[src/rtl/mem_arbiter_if.sv]
// Request/response bundle between the arbiter, the fetch and memory stages, and the shared bus.
// The slave modport is the arbiter's view; master is the surrounding environment's view.
interface mem_arbiter_if #(
    parameter int unsigned XLEN = 64
) ();
    logic            if_req_valid;
    logic [XLEN-1:0] if_req_addr;
    logic            if_req_ready;
    logic            if_rsp_valid;
    logic [XLEN-1:0] if_rsp_data;

    logic            mem_req_valid;
    logic [XLEN-1:0] mem_req_addr;
    logic            mem_req_wen;
    logic [XLEN-1:0] mem_req_wdata;
    logic [7:0]      mem_req_wmask;
    logic            mem_req_ready;
    logic            mem_rsp_valid;
    logic [XLEN-1:0] mem_rsp_data;

    logic            bus_req_valid;
    logic [XLEN-1:0] bus_req_addr;
    logic            bus_req_wen;
    logic [XLEN-1:0] bus_req_wdata;
    logic [7:0]      bus_req_wmask;
    logic            bus_req_ready;
    logic            bus_rsp_valid;
    logic [XLEN-1:0] bus_rsp_data;

    modport slave (
        input  if_req_valid, if_req_addr,
        output if_req_ready, if_rsp_valid, if_rsp_data,
        input  mem_req_valid, mem_req_addr, mem_req_wen, mem_req_wdata, mem_req_wmask,
        output mem_req_ready, mem_rsp_valid, mem_rsp_data,
        output bus_req_valid, bus_req_addr, bus_req_wen, bus_req_wdata, bus_req_wmask,
        input  bus_req_ready, bus_rsp_valid, bus_rsp_data
    );

    modport master (
        output if_req_valid, if_req_addr,
        input  if_req_ready, if_rsp_valid, if_rsp_data,
        output mem_req_valid, mem_req_addr, mem_req_wen, mem_req_wdata, mem_req_wmask,
        input  mem_req_ready, mem_rsp_valid, mem_rsp_data,
        input  bus_req_valid, bus_req_addr, bus_req_wen, bus_req_wdata, bus_req_wmask,
        output bus_req_ready, bus_rsp_valid, bus_rsp_data
    );
endinterface

[src/rtl/mem_arbiter.sv]
// Single-port memory arbiter: memory stage has priority, fetch is forced through after
// STARVE_LIMIT consecutive lost arbitrations. One outstanding bus transaction at a time.
module mem_arbiter #(
    parameter int unsigned XLEN         = 64,
    parameter int unsigned STARVE_LIMIT = 4
) (
    input logic          clk,
    input logic          rst,
    mem_arbiter_if.slave io
);
    typedef enum logic [1:0] {StIdle, StIssue, StWait} state_e;

    localparam logic [3:0] StarveMax = 4'(STARVE_LIMIT);

    state_e          state_q, state_d;
    logic [3:0]      starve_cnt_q;
    logic            owner_q;
    logic [XLEN-1:0] req_addr_q, req_wdata_q;
    logic            req_wen_q;
    logic [7:0]      req_wmask_q;
    logic            if_rsp_valid_q, mem_rsp_valid_q;
    logic [XLEN-1:0] if_rsp_data_q, mem_rsp_data_q;
    logic            starved, grant_if, grant_mem;

    assign starved = (starve_cnt_q == StarveMax);

    always_comb begin
        grant_if  = 1'b0;
        grant_mem = 1'b0;
        if (state_q == StIdle && !rst) begin
            if (starved && io.if_req_valid) begin
                grant_if = 1'b1;
            end else if (io.mem_req_valid) begin
                grant_mem = 1'b1;
            end else if (io.if_req_valid) begin
                grant_if = 1'b1;
            end
        end
    end

    always_ff @(posedge clk) begin
        if (rst) begin
            state_q <= StIdle;
        end else begin
            state_q <= state_d;
        end
    end

    always_comb begin
        state_d = state_q;
        case (state_q)
            StIdle:  if (grant_if || grant_mem) state_d = StIssue;
            StIssue: if (io.bus_req_ready) state_d = StWait;
            StWait:  if (io.bus_rsp_valid) state_d = StIdle;
            default: state_d = StIdle;
        endcase
    end

    always_comb begin
        io.if_req_ready  = grant_if;
        io.mem_req_ready = grant_mem;
        io.bus_req_valid = (state_q == StIssue);
        io.bus_req_addr  = req_addr_q;
        io.bus_req_wen   = req_wen_q;
        io.bus_req_wdata = req_wdata_q;
        io.bus_req_wmask = req_wmask_q & {8{req_wen_q}};
        io.if_rsp_valid  = if_rsp_valid_q;
        io.if_rsp_data   = if_rsp_data_q;
        io.mem_rsp_valid = mem_rsp_valid_q;
        io.mem_rsp_data  = mem_rsp_data_q;
    end

    always_ff @(posedge clk) begin
        if (rst) begin
            starve_cnt_q    <= '0;
            owner_q         <= 1'b0;
            req_addr_q      <= '0;
            req_wen_q       <= 1'b0;
            req_wdata_q     <= '0;
            req_wmask_q     <= '0;
            if_rsp_valid_q  <= 1'b0;
            mem_rsp_valid_q <= 1'b0;
            if_rsp_data_q   <= '0;
            mem_rsp_data_q  <= '0;
        end else begin
            if_rsp_valid_q  <= 1'b0;
            mem_rsp_valid_q <= 1'b0;
            if (grant_if) begin
                req_addr_q   <= io.if_req_addr;
                req_wen_q    <= 1'b0;
                req_wdata_q  <= '0;
                req_wmask_q  <= '0;
                owner_q      <= 1'b0;
                starve_cnt_q <= '0;
            end else if (grant_mem) begin
                req_addr_q  <= io.mem_req_addr;
                req_wen_q   <= io.mem_req_wen;
                req_wdata_q <= io.mem_req_wdata;
                req_wmask_q <= io.mem_req_wmask;
                owner_q     <= 1'b1;
                if (io.if_req_valid && !starved) starve_cnt_q <= starve_cnt_q + 4'd1;
            end
            // Responses outside WAIT are protocol violations and are dropped.
            if (state_q == StWait && io.bus_rsp_valid) begin
                if (owner_q) begin
                    mem_rsp_valid_q <= 1'b1;
                    mem_rsp_data_q  <= req_wen_q ? '0 : io.bus_rsp_data;
                end else begin
                    if_rsp_valid_q <= 1'b1;
                    if_rsp_data_q  <= io.bus_rsp_data;
                end
            end
        end
    end
endmodule

[src/flat_wrapper.sv]
// flat-port wrapper written by rule: the top's interface ports become plain ports
module mem_arbiter_flat 
#(
    parameter int unsigned XLEN         = 64,
    parameter int unsigned STARVE_LIMIT = 4
)
  (clk, rst, io_if_req_valid, io_if_req_addr, io_if_req_ready, io_if_rsp_valid, io_if_rsp_data, io_mem_req_valid, io_mem_req_addr, io_mem_req_wen, io_mem_req_wdata, io_mem_req_wmask, io_mem_req_ready, io_mem_rsp_valid, io_mem_rsp_data, io_bus_req_valid, io_bus_req_addr, io_bus_req_wen, io_bus_req_wdata, io_bus_req_wmask, io_bus_req_ready, io_bus_rsp_valid, io_bus_rsp_data);
  mem_arbiter_if #(.XLEN(XLEN)) io_i ();
  input logic clk;
  input logic rst;
  input wire logic [$bits(io_i.if_req_valid)-1:0] io_if_req_valid;
  input wire logic [$bits(io_i.if_req_addr)-1:0] io_if_req_addr;
  output wire logic [$bits(io_i.if_req_ready)-1:0] io_if_req_ready;
  output wire logic [$bits(io_i.if_rsp_valid)-1:0] io_if_rsp_valid;
  output wire logic [$bits(io_i.if_rsp_data)-1:0] io_if_rsp_data;
  input wire logic [$bits(io_i.mem_req_valid)-1:0] io_mem_req_valid;
  input wire logic [$bits(io_i.mem_req_addr)-1:0] io_mem_req_addr;
  input wire logic [$bits(io_i.mem_req_wen)-1:0] io_mem_req_wen;
  input wire logic [$bits(io_i.mem_req_wdata)-1:0] io_mem_req_wdata;
  input wire logic [$bits(io_i.mem_req_wmask)-1:0] io_mem_req_wmask;
  output wire logic [$bits(io_i.mem_req_ready)-1:0] io_mem_req_ready;
  output wire logic [$bits(io_i.mem_rsp_valid)-1:0] io_mem_rsp_valid;
  output wire logic [$bits(io_i.mem_rsp_data)-1:0] io_mem_rsp_data;
  output wire logic [$bits(io_i.bus_req_valid)-1:0] io_bus_req_valid;
  output wire logic [$bits(io_i.bus_req_addr)-1:0] io_bus_req_addr;
  output wire logic [$bits(io_i.bus_req_wen)-1:0] io_bus_req_wen;
  output wire logic [$bits(io_i.bus_req_wdata)-1:0] io_bus_req_wdata;
  output wire logic [$bits(io_i.bus_req_wmask)-1:0] io_bus_req_wmask;
  input wire logic [$bits(io_i.bus_req_ready)-1:0] io_bus_req_ready;
  input wire logic [$bits(io_i.bus_rsp_valid)-1:0] io_bus_rsp_valid;
  input wire logic [$bits(io_i.bus_rsp_data)-1:0] io_bus_rsp_data;
  assign io_i.if_req_valid = io_if_req_valid;
  assign io_i.if_req_addr = io_if_req_addr;
  assign io_if_req_ready = io_i.if_req_ready;
  assign io_if_rsp_valid = io_i.if_rsp_valid;
  assign io_if_rsp_data = io_i.if_rsp_data;
  assign io_i.mem_req_valid = io_mem_req_valid;
  assign io_i.mem_req_addr = io_mem_req_addr;
  assign io_i.mem_req_wen = io_mem_req_wen;
  assign io_i.mem_req_wdata = io_mem_req_wdata;
  assign io_i.mem_req_wmask = io_mem_req_wmask;
  assign io_mem_req_ready = io_i.mem_req_ready;
  assign io_mem_rsp_valid = io_i.mem_rsp_valid;
  assign io_mem_rsp_data = io_i.mem_rsp_data;
  assign io_bus_req_valid = io_i.bus_req_valid;
  assign io_bus_req_addr = io_i.bus_req_addr;
  assign io_bus_req_wen = io_i.bus_req_wen;
  assign io_bus_req_wdata = io_i.bus_req_wdata;
  assign io_bus_req_wmask = io_i.bus_req_wmask;
  assign io_i.bus_req_ready = io_bus_req_ready;
  assign io_i.bus_rsp_valid = io_bus_rsp_valid;
  assign io_i.bus_rsp_data = io_bus_rsp_data;
  mem_arbiter #(.XLEN(XLEN), .STARVE_LIMIT(STARVE_LIMIT)) u_core (.clk(clk), .rst(rst), .io(io_i));
endmodule
[config.mk]
export PLATFORM = sky130hd
export DESIGN_NAME = mem_arbiter_flat
export DESIGN_NICKNAME = d
export VERILOG_FILES = /design/src/rtl/mem_arbiter_if.sv /design/src/rtl/mem_arbiter.sv /design/src/flat_wrapper.sv
export SDC_FILE = /design/constraint.sdc
export NUM_CORES = 1
export LEC_CHECK = 0
export BUFFER_PORTS_ARGS = -buffer_cell sky130_fd_sc_hd__buf_4
export CAP_MARGIN = 20
export CORE_AREA = 5 5 207 209
export DETAILED_ROUTE_END_ITERATION = 8
export DIE_AREA = 0 0 212 214
export SLEW_MARGIN = 5
export SYNTH_ARGS = -nofsm -noshare
export SYNTH_HDL_FRONTEND = slang
export SYNTH_SLANG_ARGS = --single-unit
[constraint.sdc]
create_clock -name clk -period 1.9 [get_ports clk]
set_input_delay 0.285 -clock clk [delete_from_list [all_inputs] [get_ports clk]]
set_output_delay 0.285 -clock clk [all_outputs]
set_load 0.01 [all_outputs]
==> results.toml, run 1 <==
[min_path]
whs_path_depth = 3
holdPathEnd = "u_core.io.bus_req_wdata[32]"
hp-class = "input port to register"
min_from = "io_mem_req_wdata[32]"

[yosys]
synth.largest_area_cell = "dfxtp_1"
ys_async_sr_fraction = 0
yosysMostFrequentCell = "dfxtp_1"
synthTopCellsByCount = "274 x dfxtp_1, 129 x nand2_1, 74 x nand3_1"
synth-edff-count = 0
synth_cells = 1047
synth_area_leaders = "dfxtp_1 55%, a221o_1 6.4%, a22o_1 5.6%"
yosysWarningCount = 0
synth-seq-cells = 274
synth_area_sq_um = 10100
synth-main-ff-cell = "dfxtp_1"
ys_types = 41
synth_nets = 1320
syn_avg_cell_area_sq_um = 9.61
ys_seq_area_frac = 0.545
yosysTopAreaCellShare = 0.545

[floorplan]
core_sq_um = 40600
io-pin-count = 541
die_h_um = 214
die_w_um = 212
die_area_sq_um = 45400
start_util = 0.248
rows = 74

[status]
status = "complete, but fails checks"
violations = "setup timing"

[critical_path]
timing.rr.end = "u_core.io.bus_req_wdata[5]"
path_max_fanout = 3
critPathMaxStageDelay_ns = 0.54
cp_data_required_time_ns = 1.62
endpoint_kind = "output port"
crit_path_cell_trace = "or4b_4, a21oi_4, buf_12, buf_6"
r2r_setup_slack_ns = -0.11
critPathSlowestCell = "or4b_4"
r2r_start = "u_core.state_q[0]"
criticalPathCategory = "register to output port"
start_kind = "register"
r2r_cells = 8
arrival_ns = 1.82

[timing]
worstMarginPinSlew_ns = 0.749
hold_viol = 0
min_period_ns = 2.10
relSlewSlack = 0.500
fin_setup_tns_ns = -1.98
clock_skew_ns = 0.0108
setup_viol = 32
post-route-period-util = 1.11
rsz0062_at_grt = "true"
fin_ws_ns = -0.204
slew_viol_final = 0
timing.fmax_mhz = 475

[global_routing]
antenna_found_initial = 1
track_usage = 0.179
grt_max_degree = 73
grt_overflow_total = 0
grt_pass1_vias = 11600
grt_pass1_wl_um = 66600

[routing]
drt_iter0_drc = 764
routed_wl_um = 46500
wl_per_cell_um = 20.0
post_drt_via_cell_ratio = 4.89
drc_errors = 0
firstDrtPassIters = 5
vias = 11400
ant_nets = 0

[final_layout]
final_nets = 2046
areaGrowthSynthToFinish_pct = 85.7
stdcell_area_sq_um = 18700
final_util = 0.460
drive_above_1_share = 0.398

[clock_network]
cts_tree = "yes"
cts_buffer_depth = 3
cts_buffers = 31
cts-root-buf = "clkbuf_16"
htreeDepth = 1
clock-sinks = 274
clk_pin_slew_worst_paths_ns = 0.06
clk_latency_ns = 0.56

[placed_design]
io_buffer_count = 540
place_congestion = 0.819
dp_hpwl_um = 29000
dp_slack_ns = -0.0229
dpl_cell_area_sq_um = 14800

[pwr]
p_per_area_nw_per_um2 = 773
vdd_ir_drop_max_uv = 578
cellLeakagePower_uw = 0.00817
total_power_uw = 14400

[flow_run]
max_cap_violations = 0
-- where the power goes --
part / internal (uW) / switching [uW]
logic: 1310 / 941
clock network: 3650 / 2410
registers: 5990 / 152
total: 10900 / 3500
-- cell type report --
cell class	count	area [sq um]
diodes	1	2.50
clock inverters	8	100
repair buffers	808	7190
multi-input cells	654	4280
well taps	532	666
flip-flops and latches	274	5490
inverters	4	15.0
clock buffers	48	940
fillers	3690	22000
-- logic make-up after synthesis --
| logic type | after synthesis | synth area share |
|---|---|---|
| flops | 274 | 0.545 |
| fa+ha+maj | 2 | 0.00249 |
| xor+xnor | 1 | 0.000871 |
| simple gates | 305 | 0.152 |
| buf+inv | 119 | 0.0514 |
| compound gates | 346 | 0.248 |
-- sequential cells by signal (all words and copies together) (netlist names) --
signal,cells
u_core.owner_q,1
u_core.io.bus_req_addr,64
u_core.io.mem_rsp_valid,1
u_core.state_q,2
u_core.io.if_rsp_data,64
u_core.io.if_rsp_valid,1
u_core.starve_cnt_q,4
u_core.io.bus_req_wen,1
u_core.req_wmask_q,8
u_core.io.bus_req_wdata,64
u_core.io.mem_rsp_data,64
-- timing repair --
| item | 4_1_cts | 5_1_grt |
|---|---|---|
| setup endpoints to repair | 43 | 106 |
| cloned | 4 | 15 |
| buffers inserted | 11 | 13 |
| hold endpoints to repair | 250 | 0 |
| gates resized for setup | 18 | 110 |
| hold buffers | 192 | 0 |
| pin swaps | 4 | 36 |
-- critical path: cells and delay by family (launching register included) --
| family | cells | cell delay, ns |
|---|---|---|
| AO/OA/AOI/OAI | 1 | 0.18 |
| AND/OR/NAND/NOR | 1 | 0.54 |
| buffers and inverters | 2 | 0.23 |
| flip-flops | 1 | 0.33 |
-- per-stage QoR --
| step | hold slack [ns] | cells |
|---|---|---|
| after global routing | 0.0134 | 2329 |
| after CTS | 0.000787 | 2301 |
| after detailed placement | 0.448 | 2038 |
| after floorplan | 0.403 | 1047 |
| final | 0.0224 | 2329 |
| after global placement | 0.443 | 2038 |
-- worst max path at each step --
stage                                 from                          end  slack, ns  depth (start not counted)
floorplan                u_core.state_q[1]              io_if_req_ready       0.11                          5
global placement    u_core.starve_cnt_q[0]  u_core.io.bus_req_wdata[32]       0.02                          7
detailed placement  u_core.starve_cnt_q[0]  u_core.io.bus_req_wdata[24]      -0.02                          7
CTS                      u_core.state_q[0]              io_if_req_ready      -0.24                          4
global route             u_core.state_q[0]              io_if_req_ready      -0.26                          4
finish                   u_core.state_q[0]              io_if_req_ready      -0.20                          4
-- metal layers --
layer / GRT usage / vias to the layer above / routed length (um)
li1: - / 5336 / -
met4: 0.0670 / 0 / 1650
met1: 0.215 / 5383 / 18200
met3: 0.0426 / 101 / 3870
met5: 0 / - / 0
met2: 0.310 / 558 / 22800
-- cell usage in the layout (no fill, tap or decap), types with 6 or more instances in the layout --
master,n
a22o_1,64
clkbuf_8,10
o21ai_2,28
nor2_1,6
nand3_1,74
a221o_1,64
nand2_1,129
clkbuf_16,42
buf_12,22
a21oi_1,66
and3_1,65
dlygate4sd3_1,192
and2_1,8
buf_4,566
dfxtp_1,270
a211oi_1,72
buf_6,10
o21ai_1,26
clkbuf_1,7
o21ai_0,18
(Power assumes the default switching activity.)
==> inputs of run 2 (changes only) <==
--- a/config.mk
+++ b/config.mk
@@ -10,6 +10,7 @@
 export CORE_AREA = 5 5 207 209
 export DETAILED_ROUTE_END_ITERATION = 8
 export DIE_AREA = 0 0 212 214
+export SETUP_SLACK_MARGIN = 0.2
 export SLEW_MARGIN = 5
 export SYNTH_ARGS = -nofsm -noshare
 export SYNTH_HDL_FRONTEND = slang
==> constraint.sdc (replaced) <==
create_clock -name clk -period 1.89 [get_ports clk]
set_input_delay 0.2835 -clock clk [delete_from_list [all_inputs] [get_ports clk]]
set_output_delay 0.2835 -clock clk [all_outputs]
set_load 0.01 [all_outputs]
==> results.toml, run 2 (synthesis results as in run 1) <==
[status]
status = "complete, but fails checks"
violations = "setup timing"

[critical_path]
r2r_cells = 9
criticalPathCategory = "register to output port"
critical_path.top_delay_family = "simple AND/OR/NAND/NOR gates"
critical_path_depth = 4
arrival_ns = 1.86
critPathMaxStageDelay_ns = 0.55
path_max_fanout = 3
worst-path-buf-inv = 2
cp_data_required_time_ns = 1.61
crit_path_cell_trace = "or4b_4, a21oi_4, buf_12, buf_6"
start_kind = "register"
r2r_setup_slack_ns = -0.15
critPathSlowestCell = "or4b_4"
endpoint_kind = "output port"

[routing]
post_drt_via_cell_ratio = 5.03
drt_iter0_drc = 1008
wl_per_cell_um = 22.1
routed_wl_um = 53400
vias = 12200
drc_errors = 0
firstDrtPassIters = 7
ant_nets = 0

[timing]
fin_setup_tns_ns = -5.97
clock_skew_ns = 0.0122
timing.fmax_mhz = 467
hold_viol = 0
setup_viol = 87
worstMarginPinSlew_ns = 1.17
relSlewSlack = 0.219
fin_ws_ns = -0.252
post-route-period-util = 1.13
min_period_ns = 2.14
rsz0062_at_grt = "true"
slew_viol_final = 0

[final_layout]
mostFrequentLayoutCell = "buf_4"
multi_input_area_sq_um = 4750
drive_above_1_share = 0.464
stdcell_area_sq_um = 20600
regArea_sq_um = 5500
fin_cells = 2414
areaGrowthSynthToFinish_pct = 105
final_cell_mix = "584 x buf_4, 269 x dfxtp_1, 196 x dlygate4sd3_1, 127 x nand2_1, 74 x nand3_1"
n_fill_cell = 3464
final_nets = 2130
final_util = 0.507

[pwr]
total_power_uw = 15400
p_sw_frac = 0.245
cellLeakagePower_uw = 0.00895
p_clk_frac = 0.425
pwr-share-seq = 0.402
p_per_area_nw_per_um2 = 748
power.switching_uw = 3770
internal-power_uw = 11600
comb_power_share = 0.173
vdd_ir_drop_max_uv = 572

[placed_design]
dp_hpwl_um = 29400
io_buffer_count = 540
dpl_cell_area_sq_um = 14900
dpl.cell_count = 2052
place_congestion = 0.836

[floorplan]
rows = 74
start_util = 0.248
die_h_um = 214
core_sq_um = 40600
die_area_sq_um = 45400
io-pin-count = 541
die_w_um = 212

[clock_network]
cts_buffers = 30
htreeDepth = 1
cts-root-buf = "clkbuf_16"
cts_buffer_depth = 3
clock-sinks = 274
clk_latency_ns = 0.56
clk_pin_slew_worst_paths_ns = 0.07
cts_tree = "yes"

[global_routing]
grt_pass1_vias = 11900
grt_pass1_wl_um = 69500
antenna_found_initial = 1
track_usage = 0.190
grt_max_degree = 84
grt_overflow_total = 0

[flow_run]
max_cap_violations = 0

[min_path]
hp-class = "input port to register"
whs_path_depth = 3
-- run 2: final cells by class --
class / count / area share
inverters: 4 / 0.000851
multi-input cells: 654 / 0.231
clock inverters: 12 / 0.00899
flip-flops and latches: 274 / 0.267
diodes: 1 / 0.000122
clock buffers: 44 / 0.0449
well taps: 532 / 0.0323
repair buffers: 893 / 0.415
-- run 2: metrics by stage --
stage | hold WS [ns] | setup WS (ns)
3_3_place_gp | 0.443 | -0.0361
6_report | 0.0276 | -0.252
2_1_floorplan | 0.401 | 0.180
5_1_grt | 0.00436 | -0.308
3_5_place_dp | 0.448 | -0.0787
4_1_cts | 0.000327 | -0.279
-- run 2: what timing repair did --
item	4_1_cts	5_1_grt
pin swaps	18	151
gates cloned	13	38
hold buffers	196	0
gates resized for setup	72	233
setup buffers	28	30
hold endpoints to repair	258	0
endpoints found under the setup margin	158	263
-- run 2: final timing paths --
kind / start / endpoint
max: u_core.state_q[0] / io_if_req_ready
min: io_mem_req_wdata[27] / u_core.io.bus_req_wdata[27]
max reg2reg: u_core.state_q[1] / u_core.io.bus_req_wdata[3]
min reg2reg: u_core.io.if_rsp_data[8] / u_core.io.if_rsp_data[8]
-- run 2: metal layers --
layer / global-route usage / routed length, um / share of wire / vias to the layer above
li1: - / - / - / 5528
met1: 0.225 / 20400 / 0.38 / 5869
met2: 0.325 / 26300 / 0.49 / 620
met3: 0.0477 / 4270 / 0.080 / 134
met4: 0.0790 / 2350 / 0.044 / 0
met5: 0 / 0 / 0 / -
-- run 2: worst reg2reg max path: cells and delay by family (launching register included) --
| kind | cells | cell delay, ns |
|---|---|---|
| buffers and inverters | 6 | 0.73 |
| and+or+nand+nor | 1 | 0.55 |
| DFF | 1 | 0.36 |
| AOI/OAI and AO/OA | 2 | 0.21 |
-- run 2: power groups by stage --
| stage | Clock [uW] | Sequential [uW] | Combinational, uW |
|---|---|---|---|
| 5_1_grt | 6890 | 6210 | 2800 |
| 4_1_cts | 6650 | 6160 | 2220 |
| 3_5_place_dp | 0 | 6280 | 1730 |
| 3_3_place_gp | 0 | 6280 | 1710 |
| 2_1_floorplan | 0 | 6360 | 543 |
| 6_report | 6540 | 6190 | 2660 |
